<file path="src/rtl/dec_arb.sv">
// Round-robin arbiter feeding one shared decrementer into a single-entry result register.
// A new result may be loaded while the previous one drains, so back-to-back issue runs at one per cycle.
module dec_arb #(
  parameter int DATAWIDTH = 32,
  parameter int NUM_REQ   = 4
) (
  input  logic                         clk,
  input  logic                         rst,
  input  logic [NUM_REQ-1:0]           req,
  input  logic [NUM_REQ*DATAWIDTH-1:0] a_in,
  output logic [NUM_REQ-1:0]           gnt,
  input  logic                         d_ready,
  output logic                         d_valid,
  output logic [DATAWIDTH-1:0]         d_out,
  output logic [1:0]                   d_id,
  output logic                         proto_err,
  output logic [15:0]                  issue_cnt
);

  typedef enum logic {EMPTY = 1'b0, FULL = 1'b1} state_t;

  state_t                 state_q, state_d;
  logic [1:0]             ptr_q, ptr_d;
  logic [DATAWIDTH-1:0]   d_out_q, d_out_d;
  logic [1:0]             d_id_q, d_id_d;
  logic                   proto_err_q, proto_err_d;
  logic [15:0]            issue_cnt_q, issue_cnt_d;
  logic [NUM_REQ-1:0]     req_prev_q, req_prev_d;
  logic [NUM_REQ-1:0]     gnt_prev_q, gnt_prev_d;

  logic                   issue_ok;
  logic                   found;
  logic [1:0]             gnt_idx;
  logic [1:0]             idx;
  logic [DATAWIDTH-1:0]   operand;
  logic [DATAWIDTH-1:0]   dec_res;

  assign issue_ok = !rst && ((state_q == EMPTY) || d_ready);

  // Rotating priority search starting at ptr_q; 2-bit index wraps mod 4.
  always_comb begin
    gnt     = '0;
    gnt_idx = '0;
    found   = 1'b0;
    idx     = '0;
    if (issue_ok) begin
      for (int o = 0; o < NUM_REQ; o++) begin
        idx = ptr_q + o[1:0];
        if (!found && req[idx]) begin
          found      = 1'b1;
          gnt[idx]   = 1'b1;
          gnt_idx    = idx;
        end
      end
    end
  end

  // Single shared decrementer behind a one-hot operand mux.
  always_comb begin
    operand = '0;
    for (int i = 0; i < NUM_REQ; i++)
      if (gnt[i]) operand = operand | a_in[i*DATAWIDTH +: DATAWIDTH];
    dec_res = operand - DATAWIDTH'(1);
  end

  always_comb begin
    state_d     = state_q;
    ptr_d       = ptr_q;
    d_out_d     = d_out_q;
    d_id_d      = d_id_q;
    issue_cnt_d = issue_cnt_q;
    proto_err_d = proto_err_q | (|(req_prev_q & ~gnt_prev_q & ~req));
    req_prev_d  = req;
    gnt_prev_d  = gnt;
    case (state_q)
      EMPTY: if (found) state_d = FULL;
      FULL:  if (d_ready && !found) state_d = EMPTY;
      default: state_d = EMPTY;
    endcase
    if (found) begin
      ptr_d       = gnt_idx + 2'd1;
      d_out_d     = dec_res;
      d_id_d      = gnt_idx;
      issue_cnt_d = issue_cnt_q + 16'd1;
    end
  end

  always_ff @(posedge clk) begin
    if (rst) begin
      state_q     <= EMPTY;
      ptr_q       <= '0;
      d_out_q     <= '0;
      d_id_q      <= '0;
      proto_err_q <= 1'b0;
      issue_cnt_q <= '0;
      req_prev_q  <= '0;
      gnt_prev_q  <= '0;
    end else begin
      state_q     <= state_d;
      ptr_q       <= ptr_d;
      d_out_q     <= d_out_d;
      d_id_q      <= d_id_d;
      proto_err_q <= proto_err_d;
      issue_cnt_q <= issue_cnt_d;
      req_prev_q  <= req_prev_d;
      gnt_prev_q  <= gnt_prev_d;
    end
  end

  assign d_valid   = (state_q == FULL);
  assign d_out     = d_out_q;
  assign d_id      = d_id_q;
  assign proto_err = proto_err_q;
  assign issue_cnt = issue_cnt_q;

endmodule
</file>
<file path="config.mk">
export PLATFORM = sky130hd
export DESIGN_NAME = dec_arb
export DESIGN_NICKNAME = d
export VERILOG_FILES = /design/src/rtl/dec_arb.sv
export SDC_FILE = /design/constraint.sdc
export NUM_CORES = 1
export LEC_CHECK = 0
export CORE_MARGIN = 2
export CORE_UTILIZATION = 49
export CTS_BUF_LIST = sky130_fd_sc_hd__clkbuf_8
export CTS_CLUSTER_DIAMETER = 200
export CTS_CLUSTER_SIZE = 14
export DETAILED_ROUTE_END_ITERATION = 7
export GPL_TIMING_DRIVEN = 0
export PLACE_DENSITY = 0.89
export SYNTH_ARGS = -nofsm -noshare
export SYNTH_HDL_FRONTEND = slang
export SYNTH_SLANG_ARGS = --single-unit
export TNS_END_PERCENT = 20
</file>
<file path="constraint.sdc">
create_clock -name clk -period 12.9 [get_ports clk]
set_input_delay 2.58 -clock clk [delete_from_list [all_inputs] [get_ports clk]]
set_output_delay 2.58 -clock clk [all_outputs]
set_load 0.005 [all_outputs]
</file>
==> flow_summary.yaml <==
global_route:
  overflow: 0
  grt_pass1_wl_mm: 28.4
  grt_use_total_pct: 34.8
  grt_max_degree: 12
  grt_pass1_vias: 5763
  antenna_found_initial: 0
route:
  drt_pass1_iterations: 8
  via_per_inst: 6.43
  via_count: 6063
  drt_iter0_drc: 798
  ant_nets: 0
  drc: 0
  wl_per_cell_um: 20.0
  wl_mm: 18.9
timing:
  finalSetupTns_ns: 0
  setup_viol: 0
  fin_skew_ns: 0.00818
  drv_slew: 0
  hold_viol: 0
  fin_crit_ns: 8.84
  tightest_slew_ns: 1.39
  rsz0062_at_grt: "false"
  fin_crit_sh_pct: 68.5
  max_freq_mhz: 113
  relSlewSlack_pct: 6.52
clock_network:
  clock-sinks: 62
  ctsLongestPathBuffers: 2
  cts-buffers-inserted: 9
  clkTransAtPathRegs_ns: 0.07
  ctsResizeCount: 0
  htreeDepth: 3
  post-cts-setup-buffers: 0
  root_buffer: "clkbuf_8"
  cts_hold_repair.buffers: 0
  cts_tree: "yes"
  worstSkewPairLatency_ns: 0.35
placed_design:
  place_hpwl_mm: 14.8
  place.gp.congestion: 0.945
  port_buffers: 189
  dp_cells: 927
yosys:
  synthXorXnorAreaFrac_pct: 4.80
  yosys.area_share.simple_pct: 29.4
  syn_avg_cell_area_um2: 7.79
  syn-cell-area_um2: 4740
  yosys.area_share.adder_pct: 2.37
  synth_compound_area_share_pct: 28.8
  ys.warnings.count: 0
  synth_seq_cells: 62
  synth_nets: 753
  synth_top_family_by_area: "simple AND/OR/NAND/NOR gates"
  yosysSeqAreaShare_pct: 26.2
  ys_types: 69
  synthCells: 609
  synth_mux_area_share_pct: 3.40
  async_flop_share_pct: 0
  synth-edff-count: 0
  ys.flop_type: "dfxtp_1"
worst_setup_path:
  crit_required_ns: 10.32
  cp-start-kind: "input port"
  critPathMaxFanout: 10
  endpoint_kind: "output pin"
  path_class: "input port to output pin"
  critPathArrivalTime_ns: 6.26
min_path:
  min_path_type: "register to register"
power_and_ir_drop:
  internal-power_mw: 0.667
  switching_share_pct: 45.0
  p_seq_share_pct: 22.6
  p_comb_share_pct: 63.6
  peakVddDrop_mv: 0.0714
  netSwitchingPower_mw: 0.544
  leakage_nw: 2.52
  p_per_area_nw_per_um2: 173
  p_clk_share_pct: 13.9
die:
  die_w_um: 102
  dieArea_um2: 10500
  io_pins: 191
  rows: 35
  core_um2: 9330
  start_util_pct: 50.8
  die_h_um: 102
finish:
  multi_input_area_um2: 3260
  seq_area_um2: 1240
  area_growth_pct: 47.3
  nets: 953
  fill_cells: 707
  layout-drive-gt1-share_pct: 4.67
  final_cell_mix: "clkdlybuf4s50_1 (189), dfxtp_1 (62), nand2_1 (58)"
  antenna_cells: 0
  final_common_cell: "clkdlybuf4s50_1"
  instances_no_fill: 943
run:
  cap_violations: 0
run_status:
  status: "completed"
stage by stage:
stage	hold slack, ns	power (mW)	setup WS [ns]	cell area (um^2)	util (%)
finish	0.472	1.21	4.06	6990	74.9
global route	0.483	1.28	3.89	6990	74.9
CTS	0.471	1.19	4.19	6990	74.9
detailed placement	0.461	1.02	4.20	6800	72.9
global placement	0.442	0.997	4.24	6800	72.9
floorplan	0.450	0.729	5.92	4740	-
registers in the layout, indices dropped and copies added, names as in the netlist:
| name | cells |
|---|---|
| issue_cnt | 16 |
| req_prev_q | 4 |
| ptr_q | 2 |
| d_id | 2 |
| d_out | 32 |
| d_valid | 1 |
| gnt_prev_q | 4 |
| proto_err | 1 |
synthesized netlist by cell type (all sizes together), types with 7 or more instances:
cell | n | area [um^2]
o21ai | 19 | 95.1
xor2 | 20 | 175
nand4 | 14 | 87.6
nor3 | 13 | 65.1
nor2b | 7 | 43.8
nor3b | 11 | 82.6
buf | 8 | 48.8
a21oi | 25 | 125
a222oi | 35 | 350
clkbuf | 40 | 150
nor2 | 57 | 219
a2bb2oi | 7 | 61.3
o22ai | 12 | 75.1
ha | 9 | 113
nand2 | 58 | 218
inv | 10 | 37.5
a22oi | 10 | 75.1
o31ai | 7 | 52.6
and4 | 10 | 87.6
dfxtp | 62 | 1240
and2 | 8 | 50.1
nand3 | 41 | 210
and3 | 13 | 81.3
critical path, cell delays in order:
cell             delay (ns)
clkdlybuf4s50_1        0.53
clkbuf_1               0.36
nor3b_1                0.12
a21boi_0               0.18
o31ai_1                1.16
o22ai_1                0.48
clkbuf_1               0.33
clkdlybuf4s50_1        0.51
per-layer routing:
layer  part of all wire (%)  vias up  wire [um]  global-route usage [%]
met5                      0        -          0                       0
met4                    3.8        0        720                    15.9
met3                    9.9       64       1870                    7.66
met1                     38     2826       7250                    42.1
met2                     48      404       9020                    58.9
li1                       -     2769          -                       -
cells by family (layout without fill, tap and decap cells):
group / Yosys count / in the layout
flops: 62 / 62
fa+ha+maj: 9 / 9
mux: 13 / 13
compound gates: 176 / 176
simple gates: 265 / 265
buf+inv: 58 / 263
xor+xnor: 26 / 26
path summary, 6_finish.rpt:
path             from   endpoint  slack (ns)  cells past startpoint
min          d_out[0]   d_out[0]        0.47                      2
min reg2reg  d_out[0]   d_out[0]        0.47                      2
max reg2reg  ptr_q[1]  d_out[24]        6.75                     20
max            req[1]     gnt[0]        4.06                      8
cell type report:
class | count | area share [%]
Timing Repair Buffer | 189 | 27.1
Inverter | 10 | 0.537
Tap cell | 129 | 2.31
Clock buffer | 9 | 1.77
Sequential cell | 62 | 17.8
Multi-Input combinational cell | 489 | 46.7
Buffer | 48 | 2.85
Clock inverter | 7 | 0.949
power by group through the flow:
stage | clock network (mW) | logic, mW | registers [mW]
global route | 0.176 | 0.821 | 0.278
detailed placement | 0 | 0.742 | 0.276
finish | 0.168 | 0.770 | 0.273
floorplan | 0 | 0.454 | 0.275
global placement | 0 | 0.723 | 0.274
CTS | 0.166 | 0.749 | 0.272
(Power assumes the default switching activity.)
